## src/rtl/branch_predictor.sv

```systemverilog
// Direct-mapped BTB with 2-bit saturating counters: zero-latency fetch lookup,
// decode-stage misprediction detection and redirect, plus performance counters.
module branch_predictor #(
  parameter int INDEX_W = 6
) (
  input  logic        clk,
  input  logic        resetn,
  input  logic [31:0] pcF,
  input  logic        stallD,
  input  logic        flushD,
  input  logic [31:0] pcD,
  input  logic        branchD,
  input  logic        actual_takenD,
  input  logic [31:0] actual_targetD,
  output logic        pred_takenF,
  output logic [31:0] pred_targetF,
  output logic        mispredictD,
  output logic [31:0] redirect_pcD,
  output logic [31:0] branch_cnt,
  output logic [31:0] miss_cnt
);

  localparam int ENTRIES = 1 << INDEX_W;
  localparam int TAG_W   = 30 - INDEX_W;

  logic [ENTRIES-1:0] valid_q;
  logic [1:0]         ctr_q    [ENTRIES];
  logic [TAG_W-1:0]   tag_q    [ENTRIES];
  logic [31:0]        target_q [ENTRIES];

  logic [INDEX_W-1:0] idx_f, idx_d;
  logic [TAG_W-1:0]   tag_f, tag_d;
  logic               hit_f, hit_d;

  logic               pred_takenD_q;
  logic [31:0]        pred_targetD_q;

  logic               upd_en, tgt_wr, ctr_wr, inval;
  logic [1:0]         ctr_nxt;
  logic [31:0]        branch_cnt_q, branch_cnt_d;
  logic [31:0]        miss_cnt_q, miss_cnt_d;

  // Fetch-side lookup reads registered state only, so a same-cycle update
  // at the same index is seen one cycle later (read-old-data).
  assign idx_f        = pcF[INDEX_W+1:2];
  assign tag_f        = pcF[31:INDEX_W+2];
  assign hit_f        = valid_q[idx_f] && (tag_q[idx_f] == tag_f);
  assign pred_takenF  = hit_f && ctr_q[idx_f][1];
  assign pred_targetF = pred_takenF ? target_q[idx_f] : pcF + 32'd4;

  assign idx_d = pcD[INDEX_W+1:2];
  assign tag_d = pcD[31:INDEX_W+2];
  assign hit_d = valid_q[idx_d] && (tag_q[idx_d] == tag_d);

  // NOTE: state registers use non-blocking assignments so every flop samples
  // pre-edge values regardless of block ordering.
  always_ff @(posedge clk or negedge resetn) begin
    if (!resetn) begin
      pred_takenD_q  <= 1'b0;
      pred_targetD_q <= 32'd0;
    end else if (flushD) begin
      pred_takenD_q  <= 1'b0;
      pred_targetD_q <= 32'd0;
    end else if (!stallD) begin
      pred_takenD_q  <= pred_takenF;
      pred_targetD_q <= pred_targetF;
    end
  end

  assign mispredictD = branchD
                     ? ((pred_takenD_q != actual_takenD) ||
                        (pred_takenD_q && actual_takenD && (pred_targetD_q != actual_targetD)))
                     : pred_takenD_q;

  assign redirect_pcD = (branchD && actual_takenD) ? actual_targetD : pcD + 32'd8;

  // NOTE: every variable assigned here gets a default first, otherwise an
  // unassigned path would infer a latch.
  always_comb begin
    upd_en  = !stallD && branchD;
    tgt_wr  = upd_en && actual_takenD;
    ctr_wr  = upd_en && (hit_d || actual_takenD);
    inval   = !stallD && !branchD && pred_takenD_q && hit_d;
    ctr_nxt = ctr_q[idx_d];
    if (!hit_d) begin
      ctr_nxt = 2'd2;
    end else if (actual_takenD) begin
      if (ctr_q[idx_d] != 2'd3) ctr_nxt = ctr_q[idx_d] + 2'd1;
    end else begin
      if (ctr_q[idx_d] != 2'd0) ctr_nxt = ctr_q[idx_d] - 2'd1;
    end
  end

  // NOTE: only valid bits and counters are reset; tags and targets are
  // meaningless while their entry is invalid, so they stay reset-free.
  always_ff @(posedge clk or negedge resetn) begin
    if (!resetn) begin
      valid_q <= '0;
      for (int i = 0; i < ENTRIES; i++) ctr_q[i] <= 2'd1;
    end else begin
      if (tgt_wr)     valid_q[idx_d] <= 1'b1;
      else if (inval) valid_q[idx_d] <= 1'b0;
      if (ctr_wr)     ctr_q[idx_d]   <= ctr_nxt;
    end
  end

  always_ff @(posedge clk) begin
    if (tgt_wr) begin
      tag_q[idx_d]    <= tag_d;
      target_q[idx_d] <= actual_targetD;
    end
  end

  always_comb begin
    branch_cnt_d = branch_cnt_q;
    miss_cnt_d   = miss_cnt_q;
    if (upd_en && (branch_cnt_q != 32'hFFFF_FFFF))
      branch_cnt_d = branch_cnt_q + 32'd1;
    if (mispredictD && !stallD && (miss_cnt_q != 32'hFFFF_FFFF))
      miss_cnt_d = miss_cnt_q + 32'd1;
  end

  always_ff @(posedge clk or negedge resetn) begin
    if (!resetn) begin
      branch_cnt_q <= 32'd0;
      miss_cnt_q   <= 32'd0;
    end else begin
      branch_cnt_q <= branch_cnt_d;
      miss_cnt_q   <= miss_cnt_d;
    end
  end

  assign branch_cnt = branch_cnt_q;
  assign miss_cnt   = miss_cnt_q;

endmodule

```

## config.mk

```make
export PLATFORM = sky130hd
export DESIGN_NAME = branch_predictor
export DESIGN_NICKNAME = d
export VERILOG_FILES = /design/src/rtl/branch_predictor.sv
export SDC_FILE = /design/constraint.sdc
export NUM_CORES = 2
export LEC_CHECK = 0
export BUFFER_PORTS_ARGS = -buffer_cell sky130_fd_sc_hd__buf_2
export CAP_MARGIN = 20
export CORE_MARGIN = 2
export CORE_UTILIZATION = 40
export CTS_CLUSTER_SIZE = 24
export DETAILED_ROUTE_END_ITERATION = 10
export HOLD_SLACK_MARGIN = 0.12
export PLACE_DENSITY = 0.66
export REMOVE_ABC_BUFFERS = 1
export SLEW_MARGIN = 0
export SYNTH_ARGS = -nofsm -noshare
export SYNTH_HDL_FRONTEND = slang
export SYNTH_SLANG_ARGS = --single-unit
```

## constraint.sdc

```tcl
create_clock -name clk -period 16.54 [get_ports clk]
set_clock_uncertainty 0.1 [all_clocks]
set_input_delay 3.308 -clock clk [delete_from_list [all_inputs] [get_ports clk]]
set_output_delay 3.308 -clock clk [all_outputs]
set_load 0.05 [all_outputs]
```

==> flow_summary.rst <==
.. list-table::
   :header-rows: 1

   * - Metric
     - Value
   * - Worst-path cell with the longest stage delay
     - sky130_fd_sc_hd__nor2b_1
   * - Wire length after detailed routing
     - 607,500 um
   * - Post-CTS resize count
     - 0
   * - Total track usage
     - between 20 and 30%
   * - Chain of cells forming the critical path
     - buf_8, nor2b_1, buf_4, nand2_1, o22ai_1, nor4_1, a21oi_1, xor2_1, nor4b_1, nand4_1, buf_4, nor2_4, buf_4, mux2_2, buf_2
   * - Cell types occupying the most area after synthesis
     - sky130_fd_sc_hd__edfxtp_1 65%, sky130_fd_sc_hd__mux4_2 19%, sky130_fd_sc_hd__dfrtp_1 3.4%
   * - Wire length per cell after detailed routing
     - 41.37 um
   * - Aggregate global routing overflow
     - 0
   * - Top cell type by total area after synthesis
     - sky130_fd_sc_hd__edfxtp_1
   * - Overall die area
     - 420,400 um2
   * - Top cell type's share of synthesized area
     - approximately two thirds
   * - Buffers added on ports
     - 231
   * - Largest stage delay, worst path
     - 1.02 ns
   * - Clock Sink Count
     - 3,873
   * - Number of DRC violations after detailed routing
     - 0
   * - Number of global-route vias before repair
     - roughly 96,000
   * - Synth warn
     - 0
   * - Number of antenna violations at the first check in global routing
     - 78
   * - Mapped Avg Cell Area
     - ~20 um2
   * - Area of the core
     - a little over 400,000 um2
   * - Summed instance area of the synthesized netlist
     - between 150,000 and 200,000 um2
   * - Worst skew pair latency
     - 1.05 ns
   * - Register bit count reported by yosys
     - ~3,900
   * - Worst Path Arrival
     - just over 10 ns
   * - Minimum clock period
     - 13.78 ns
   * - Total number of cells along the worst setup path
     - 15
   * - Pleak
     - 59.84 nW
   * - Number of setup buffers added after CTS
     - 0
   * - Commonest register cell after synthesis
     - sky130_fd_sc_hd__edfxtp_1
   * - HPWL Detailed
     - between 300,000 and 400,000 um
   * - Count of standard-cell rows
     - approximately 240
   * - Num ports
     - between 200 and 250
   * - Count of endpoints failing setup in the final report
     - 0
   * - Met2 track demand over resource in global routing
     - approximately 41%
   * - Maximum capacitance violations
     - 0
   * - Number of nets in the final layout
     - ~8,900
   * - Met1 routing resource usage after global routing
     - about 36%
   * - Hold-fix buffers, CTS
     - 0
   * - Worst reg2reg path depth
     - 12
   * - CP endpoint kind
     - primary output
   * - RSZ-0062 raised after global routing
     - false
   * - Distinct cell type count of the synthesized netlist
     - between 80 and 90
   * - Remaining number of nets flagged by the antenna check after routing
     - 0
   * - Maximum number of pins on one net before global-route repair
     - 132
   * - Top cell family by delay on the critical path
     - simple AND/OR/NAND/NOR gates
   * - Vias after detailed routing
     - roughly 100k
   * - Initial Util
     - 40.17%
   * - Root cell of the clock tree
     - sky130_fd_sc_hd__clkbuf_16
   * - Number of flops mapped to enable cells by yosys
     - ~3,600
   * - Critical Path Most Common Cell
     - sky130_fd_sc_hd__buf_4
   * - Die Height
     - ~650 um
   * - Global placement routability congestion
     - around 0.99
   * - Number of pins with negative max-slew slack in the final report
     - 0
   * - Achievable frequency
     - 72.57 MHz
   * - Worst Max-Slew Pin Slew
     - ~1.3 ns
   * - Die Span X
     - between 600 and 700 um
   * - Count of mapped cells out of synthesis
     - 8,371
   * - Worst IR Drop VDD
     - 0.00009521 V
   * - Worst Setup Path Type
     - input port to primary output
   * - Routed via count divided by cell count
     - 6.811
   * - Grt peak-use layer
     - met2
   * - Clock-pin slew of the registers on the worst-case setup and hold paths
     - approximately 0.060 ns
   * - Required time reported for the critical path endpoint
     - around 13 ns
   * - CP bufs+invs
     - 5
   * - Buffers from clock root to sink, at most
     - 4
   * - Global routing usage on met3
     - under 10%
   * - Startpoint Class
     - input port
   * - Worst min-delay path class
     - flop to flop
   * - Final-layout worst hold slack
     - 0.3834 ns
   * - Period utilization
     - 83.31%
   * - Total CTS buffers
     - between 300 and 400
   * - Share of layout cells above drive strength 1
     - between 30% and 40%
   * - Power Total
     - 21.31 mW
   * - Power per standard cell area
     - 113.2 nW/um2
   * - H-tree level count
     - 5
   * - Part of the Yosys area used for sequential elements
     - roughly 70%
   * - Summed negative setup slack over all endpoints
     - 0 ns
   * - Wire length of the first global-routing pass
     - between 800,000 and 900,000 um
   * - TritonCTS clock tree
     - yes
   * - Detailed-routing iteration count for the pre-antenna-repair pass
     - 7
   * - Ys async rst share
     - approximately 7.5%
   * - Worst Hold Depth
     - 1
   * - Number of hold-slack violations in the final timing report
     - 0
   * - Normalized max-slew margin
     - about 13%
   * - Critical-path maximum fanout
     - 32
   * - Outcome
     - completed
   * - Area added between synthesis and finish
     - 13.40%
   * - DRC marker count from the first detailed-route iteration
     - between 15,000 and 20,000
-- logic make-up after synthesis --
group                      Yosys count  synth area share, %
xor gates and xnor gates           195                1.028
muxes                             1770                21.45
DFF                               3873                69.21
adders and majority gates            8              0.06028
buffers and inverters              603                1.697
and+or+nand+nor                   1092                3.090
AOI/OAI and AO/OA                  830                3.470
-- metal layers --
layer  wire length [um]  up-vias
li1                   -    36310
met1             204200    52710
met3              89420     2054
met4              49500       50
met5                301        -
met2             264100     8886
-- path summary, 6_finish.rpt --
check,slack (ns),to,start
max in group asynchronous,11.86,pred_targetD_q[2],resetn
min in group asynchronous,2.23,miss_cnt[29],resetn
worst min register to register,0.38,ctr_q[28],ctr_q[28]
worst max-delay path,2.76,pred_targetF[17],pcF[5]
worst max register to register,10.54,pred_targetD_q[2],tag_q[40][6]
worst min-delay path,0.38,ctr_q[28],ctr_q[28]
-- flip-flops by register name, summed over array words and instances, names as in the netlist, named ones only --
| register | cells |
|---|---|
| miss_cnt | 32 |
| pred_takenD_q | 1 |
| target_q | 2048 |
| pred_targetD_q | 32 |
| ctr_q | 128 |
| tag_q | 1536 |
| branch_cnt | 32 |
-- through the flow --
stage / instance area, um2 / instances / setup slack [ns] / util, %
6_report: 188300 / 14680 / 2.760 / 45.56
3_3_place_gp: 175200 / 13880 / 3.251 / 42.37
2_1_floorplan: 163400 / 7798 / -1.291 / -
4_1_cts: 188000 / 14610 / 3.258 / 45.47
5_1_grt: 188300 / 14660 / 2.843 / 45.54
3_5_place_dp: 175300 / 13890 / 3.254 / 42.40
-- synth_stat cells (all sizes together) (27+ instances only) --
cell type  instances
edfxtp          3584
mux4            1425
nand2            399
buf              316
mux2i            290
nor2             277
clkbuf           257
dfrtp            225
a21oi            222
a22oi            119
nand3            106
xnor2            102
xor2              93
o21ai             87
nor3              69
o2bb2ai           66
dfstp             64
mux2              55
o22ai             51
a221oi            48
nand4             44
a31oi             35
nor3b             35
a311o             31
nor4              31
inv               28
a32oi             27
-- where the power goes --
part / switching (mW) / leakage, nW / internal [mW]
registers: 0.0519 / 35.9 / 10.8
clock network: 3.90 / 6.16 / 4.95
logic: 1.08 / 17.8 / 0.564
-- cell type report --
class | count | area [um2]
fill | 34520 | 225100
clock buffer | 495 | 10380
antenna | 58 | 145.1
clock inverter | 233 | 2282
timing repair buffer | 626 | 4598
sequential | 3873 | 114900
tap | 5474 | 6849
multi-input combinational | 3895 | 49000
inverter | 30 | 127.6
-- worst reg2reg max path, delay by kind of cell, from the launching register on --
| family | cells | cell delay (ns) |
|---|---|---|
| AO/OA/AOI/OAI | 3 | 1.47 |
| XOR/XNOR | 1 | 0.51 |
| buffers and inverters | 3 | 1.02 |
| flip-flops | 1 | 0.40 |
| multiplexers | 1 | 0.68 |
| AND/OR/NAND/NOR | 4 | 1.69 |
-- cell usage in the layout, fill, tap and decap left out, types with 32 or more instances in the layout --
cell	netlist	final
sky130_fd_sc_hd__edfxtp_1	3584	3584
sky130_fd_sc_hd__mux4_2	1425	1425
sky130_fd_sc_hd__nand2_1	398	398
sky130_fd_sc_hd__clkbuf_16	0	397
sky130_fd_sc_hd__buf_4	48	367
sky130_fd_sc_hd__mux2i_1	290	290
sky130_fd_sc_hd__dfrtp_1	225	225
sky130_fd_sc_hd__buf_2	196	222
sky130_fd_sc_hd__a21oi_1	221	221
sky130_fd_sc_hd__nor2_1	277	207
sky130_fd_sc_hd__a22oi_1	119	119
sky130_fd_sc_hd__nand3_1	106	104
sky130_fd_sc_hd__xnor2_1	102	101
sky130_fd_sc_hd__xor2_1	93	93
sky130_fd_sc_hd__clkinv_1	2	93
sky130_fd_sc_hd__clkbuf_1	256	90
sky130_fd_sc_hd__o21ai_0	85	80
sky130_fd_sc_hd__clkinv_2	0	76
sky130_fd_sc_hd__nor2_4	0	67
sky130_fd_sc_hd__o2bb2ai_1	66	66
sky130_fd_sc_hd__dfstp_2	64	64
sky130_fd_sc_hd__nor3_1	63	61
sky130_fd_sc_hd__diode_2	0	58
sky130_fd_sc_hd__mux2_2	55	55
sky130_fd_sc_hd__o22ai_1	51	51
sky130_fd_sc_hd__a221oi_1	47	47
sky130_fd_sc_hd__nand4_1	44	44
sky130_fd_sc_hd__a31oi_1	35	35
sky130_fd_sc_hd__nor3b_1	35	32
(Power assumes the default switching activity.)
